## src/rtl/dst_pkg.sv

```systemverilog
// Shared constants and types for the router destination-port output stage.
package dst_pkg;

  localparam int DEF_DATA_W  = 8;
  localparam int DEF_DEPTH   = 16;
  localparam int DEF_TIMEOUT = 30;

  localparam int PTR_W = $clog2(DEF_DEPTH);

  typedef logic [PTR_W-1:0]      ptr_t;
  typedef logic [PTR_W:0]        cnt_t;
  typedef logic [DEF_DATA_W-1:0] byte_t;

endpackage

```

## src/rtl/dst_timeout_ctr.sv

```systemverilog
// Unread-data watchdog for dst_modport; only compiled when DST_TIMEOUT_EN is defined.
`ifdef DST_TIMEOUT_EN
module dst_timeout_ctr
  import dst_pkg::*;
#(
  parameter int TIMEOUT = DEF_TIMEOUT
) (
  input  logic clock,
  input  logic reset_n,
  input  logic valid_out,
  input  logic read_enb,
  output logic soft_reset,
  output logic flush
);

  localparam int TW = $clog2(TIMEOUT);

  logic [TW-1:0] cnt;

  // Combinational so the FIFO clears on the same edge that raises soft_reset.
  assign flush = valid_out && !read_enb && (cnt == TW'(TIMEOUT - 1));

  always_ff @(posedge clock or negedge reset_n) begin
    if (!reset_n) begin
      cnt        <= '0;
      soft_reset <= 1'b0;
    end else begin
      soft_reset <= flush;
      if (!valid_out || read_enb || flush)
        cnt <= '0;
      else
        cnt <= cnt + 1'b1;
    end
  end

endmodule
`endif

```

## src/rtl/dst_modport.sv

```systemverilog
// Destination-port output stage: byte FIFO with valid/read handshake and full backpressure.
// Optional unread-data flush is built when DST_TIMEOUT_EN is defined.
module dst_modport
  import dst_pkg::*;
#(
  parameter int DATA_W  = DEF_DATA_W,
  parameter int DEPTH   = DEF_DEPTH,
  parameter int TIMEOUT = DEF_TIMEOUT
) (
  input  logic              clock,
  input  logic              reset_n,
  input  logic              write_enb,
  input  logic [DATA_W-1:0] data_in,
  input  logic              read_enb,
  output logic [DATA_W-1:0] data_out,
  output logic              valid_out,
  output logic              busy,
  output logic              soft_reset
);

  localparam int PW = $clog2(DEPTH);
  localparam logic [PW:0] FULL = (PW + 1)'(DEPTH);

  if ((DEPTH != (1 << PW)) || (DEPTH < 2) || (TIMEOUT < 2)) begin : g_bad_cfg
    $error("dst_modport: DEPTH must be a power of 2 and TIMEOUT at least 2");
  end

  logic [DATA_W-1:0] mem [DEPTH];
  logic [PW-1:0]     wr_ptr;
  logic [PW-1:0]     rd_ptr;
  logic [PW:0]       count;
  logic              wr_acc;
  logic              rd_acc;
  logic              flush;

  assign valid_out = (count != '0);
  assign busy      = (count == FULL);
  assign wr_acc    = write_enb && !busy && !flush;
  assign rd_acc    = read_enb && valid_out && !flush;

`ifdef DST_TIMEOUT_EN
  dst_timeout_ctr #(
    .TIMEOUT(TIMEOUT)
  ) u_timeout (
    .clock      (clock),
    .reset_n    (reset_n),
    .valid_out  (valid_out),
    .read_enb   (read_enb),
    .soft_reset (soft_reset),
    .flush      (flush)
  );
`else
  assign flush      = 1'b0;
  assign soft_reset = 1'b0;
`endif

  // Storage has no reset so it can map onto block RAM.
  always_ff @(posedge clock) begin
    if (wr_acc)
      mem[wr_ptr] <= data_in;
  end

  always_ff @(posedge clock or negedge reset_n) begin
    if (!reset_n) begin
      wr_ptr   <= '0;
      rd_ptr   <= '0;
      count    <= '0;
      data_out <= '0;
    end else if (flush) begin
      wr_ptr   <= '0;
      rd_ptr   <= '0;
      count    <= '0;
      data_out <= '0;
    end else begin
      if (wr_acc)
        wr_ptr <= wr_ptr + 1'b1;
      if (rd_acc) begin
        data_out <= mem[rd_ptr];
        rd_ptr   <= rd_ptr + 1'b1;
      end
      if (wr_acc && !rd_acc)
        count <= count + 1'b1;
      else if (rd_acc && !wr_acc)
        count <= count - 1'b1;
    end
  end

endmodule

```

## config.mk

```make
export PLATFORM = sky130hd
export DESIGN_NAME = dst_modport
export DESIGN_NICKNAME = d
export VERILOG_FILES = /design/src/rtl/dst_pkg.sv /design/src/rtl/dst_timeout_ctr.sv /design/src/rtl/dst_modport.sv
export SDC_FILE = /design/constraint.sdc
export NUM_CORES = 1
export LEC_CHECK = 0
export ABC_AREA = 1
export CAP_MARGIN = 20
export CELL_PAD_IN_SITES_DETAIL_PLACEMENT = 1
export CELL_PAD_IN_SITES_GLOBAL_PLACEMENT = 1
export CORE_MARGIN = 4
export CORE_UTILIZATION = 48
export DETAILED_ROUTE_END_ITERATION = 6
export GPL_TIMING_DRIVEN = 0
export PLACE_DENSITY_LB_ADDON = 0.05
export SYNTH_ARGS = -nofsm -noshare
export SYNTH_HDL_FRONTEND = slang
export SYNTH_SLANG_ARGS = --single-unit
```

## constraint.sdc

```tcl
create_clock -name clock -period 3.1 [get_ports clock]
set_input_delay 0.31 -clock clock [delete_from_list [all_inputs] [get_ports clock]]
set_output_delay 0.31 -clock clock [all_outputs]
set_load 0.01 [all_outputs]
```

==> impl_metrics.csv <==
group,metric,value,unit
run_status,status,"complete, no violations",
synthesis,netlist_area,0.006699,sq mm
worst_setup_path,critical_path_class,"reg2reg",
worst_setup_path,cp_common_cell,"nand2_1",
synthesis,postSynthCellCount,673,
cells_and_area,areaGrowthSynthToFinish,17.39,%
power_and_ir_drop,comb_power_share,34.4,%
routing,drc_errors,0,
worst_setup_path,end_kind,"register",
timing,finClkSkew,0.009004,ns
global_route,grt_overflow_total,0,
clock_tree,cts_tree,"done",
placed_design,post-place-ws,0.5135,ns
cells_and_area,drive_gt1_share,9.852,%
worst_setup_path,critPathArrivalTime,2.93,ns
clock_tree,cts_buffer_depth,2,
synthesis,synth_fp_nets,695,
placed_design,port_buffers,21,
synthesis,yosysSeqAreaShare,65.22,%
global_route,grt_max_degree,22,
clock_tree,cts_root_buf,"clkbuf_16",
synthesis,yosys_warnings,0,
clock_tree,cts_setup_buffers,0,
cells_and_area,diodes,0,
min_path,min_path_type,"in2async",
timing,hold_ws,0.2474,ns
placed_design,placed_area,0.007207,sq mm
timing,hold_violations,0,
timing,maxSlewViolCount,0,
routing,drt_first_pass_iters,5,
cells_and_area,final_common_cell,"nand2_1",
job,maxCapViolCount,0,
routing,antenna_left,0,
timing,worst_slack,0.5428,ns
cells_and_area,fin_cells,917,
timing,worstMarginPinSlew,0.8475,ns
floorplan,initial_core_util,49.80,%
cells_and_area,final_area,0.007864,sq mm
placed_design,gp_congestion,0.8400,
power_and_ir_drop,power_density,930.9,mW/mm^2
power_and_ir_drop,p_leak,3.522,nW
power_and_ir_drop,clkPwrFrac,30.0,%
clock_tree,post_cts_resized,0,
power_and_ir_drop,p_int,4.677,mW
synthesis,synth.distinct_cells,25,
synthesis,yosys_register_bits,149,
routing,met1_length,8121,microns
clock_tree,cts_sinks,149,
synthesis,syn_avg_cell_area,9.954,sq um
global_route,grt_pass1_wl,28750,microns
floorplan,io_pins,23,
timing,max_freq,391.1,MHz
floorplan,dieArea,0.01591,sq mm
global_route,gr-usage-all-layers,24.38,%
worst_setup_path,critPathTopFamily,"simple AND/OR/NAND/NOR gates",
placed_design,hpwlAfterDp,12480,microns
timing,relSlewSlack,43.32,%
cells_and_area,final_core_util,58.45,%
synthesis,synth_xor_area_share,0.9152,%
routing,post_drt_wl_per_cell,20.13,microns
power_and_ir_drop,p_total,7.320,mW
power_and_ir_drop,p_sw,2.643,mW
global_route,antenna_found_initial,0,
cells_and_area,mostFrequentLayoutCells,"230 x nand2_1, 128 x edfxtp_1, 117 x inv_1",
floorplan,rows,42,
power_and_ir_drop,seqPwrFrac,35.5,%
clock_tree,worstSkewPairLatency,0.43,ns
synthesis,synth_top_family_by_area,"simple AND/OR/NAND/NOR gates",
cells_and_area,final_nets,751,
routing,wirelength,18460,microns
timing,fin_crit_sh,82.49,%
clock_tree,cts_buffers,17,
worst_setup_path,path_max_fanout,10,
worst_setup_path,required,3.47,ns
routing,wl_met2,9054,microns
worst_setup_path,path_buf_inv,2,
timing,setup_tns,0,ns
worst_setup_path,path_cells,"nor4_2, nand2_1, nand2_2, buf_6, ha_1, inv_1, ha_1, nand2_1, nand2_1, a21oi_1, xor2_1, nand2_1, nand2_1",
power_and_ir_drop,netSwitchingFraction,36.11,%
clock_tree,ctsHoldBuffers,0,
synthesis,synthMuxAreaShare,0,%
timing,finalSetupViolCount,0,
routing,viasPerCell,5.299,
worst_setup_path,startpoint_type,"register",
clock_tree,path_clk_slew,0.06,ns
global_route,grt_pass1_vias,5226,
floorplan,die-width,126.1,microns
worst_setup_path,slowest_delay,0.43,ns
placed_design,dp_cells,882,
floorplan,die_h,126.1,microns
routing,wl_met3,853,microns
timing,finalCriticalPeriod,2.557,ns
routing,dr_total_vias,4859,
power_and_ir_drop,vdd_drop_max,0.5389,mV
synthesis,synth-adder-area-share,1.980,%
synthesis,synth_simple_gate_area_share,21.87,%
routing,routed.top_layer,"met4",
routing,drt_iter0_markers,418,
clock_tree,htreeDepth,4,
synthesis,synth_compound_area_share,0.5790,%
worst_setup_path,cpMaxStageDelayCell,"dfrtp_1",
floorplan,coreArea,0.01345,sq mm
timing,rsz0062_at_grt,"false",
-- cell families (layout without fill, tap and decap cells) --
logic type | Yosys count | in the layout
flip-flops | 149 | 149
AO/OA/AOI/OAI | 7 | 7
adder cells (fa/ha/maj) | 10 | 10
AND/OR/NAND/NOR | 349 | 349
XOR/XNOR | 7 | 7
other | 1 | 1
buffers and inverters | 150 | 218
-- power by group through the flow --
stage               sequential, mW  combinational (mW)  clock (mW)
floorplan                     2.63                1.54           0
global placement              2.63                2.35           0
detailed placement            2.64                2.47           0
CTS                           2.61                2.52        2.22
global route                  2.63                2.80        2.31
finish                        2.60                2.52        2.20
-- state kept, by name, summed over array words and instances (netlist names) --
signal    cells
count         5
rd_ptr        4
wr_ptr        4
data_out      8
mem         128
-- cells in the mapped netlist --
library cell	number	area [sq um]
nand2_1	230	863.3
edfxtp_1	128	3844
inv_1	117	439.2
nand3_1	99	495.5
dfrtp_1	21	525.5
buf_2	16	80.08
nor3_1	16	80.08
ha_1	9	112.6
buf_4	8	60.06
xor2_1	4	35.03
o21ai_0	3	15.01
xnor2_1	3	26.28
a21oi_1	2	10.01
buf_1	2	7.510
buf_6	2	22.52
clkbuf_1	2	7.510
inv_2	2	7.510
nor2_1	2	7.510
a31oi_1	1	6.260
clkinv_1	1	3.750
conb_1	1	3.750
fa_1	1	20.02
nand2_2	1	6.260
nor4_2	1	12.51
o21bai_1	1	7.510
-- path summary, 6_finish.rpt --
kind | from | endpoint | slack [ns] | cells after the start
max in group asynchronous | reset_n | rd_ptr[2]$_DFFE_PN0P_ | 2.37 | 2
worst max-delay path | count[0]$_DFFE_PN0P_ | count[4]$_DFFE_PN0P_ | 0.54 | 13
worst max register to register | count[0]$_DFFE_PN0P_ | count[4]$_DFFE_PN0P_ | 0.54 | 13
min in group clock | data_out[2]$_DFFE_PN0P_ | data_out[2]$_DFFE_PN0P_ | 0.48 | 2
worst min-delay path | reset_n | count[3]$_DFFE_PN0P_ | 0.25 | 1
worst min register to register | data_out[2]$_DFFE_PN0P_ | data_out[2]$_DFFE_PN0P_ | 0.48 | 2
-- area by class of cell --
class / count / area [sq um]
clock buffers: 18 / 429.2
multi-input cells: 374 / 1707
plain buffers: 30 / 177.7
well taps: 176 / 220.2
repair buffers: 37 / 322.8
clock inverters: 13 / 187.7
flip-flops and latches: 149 / 4369
fillers: 1506 / 5589
inverters: 120 / 450.4
-- layer usage --
| layer | track usage, % | vias to the layer above |
|---|---|---|
| met2 | 40.56 | 118 |
| li1 | - | 2267 |
| met4 | 9.401 | 0 |
| met5 | 0 | - |
| met3 | 5.292 | 31 |
| met1 | 31.40 | 2443 |
No activity file was read; power rests on OpenSTA's default activity.
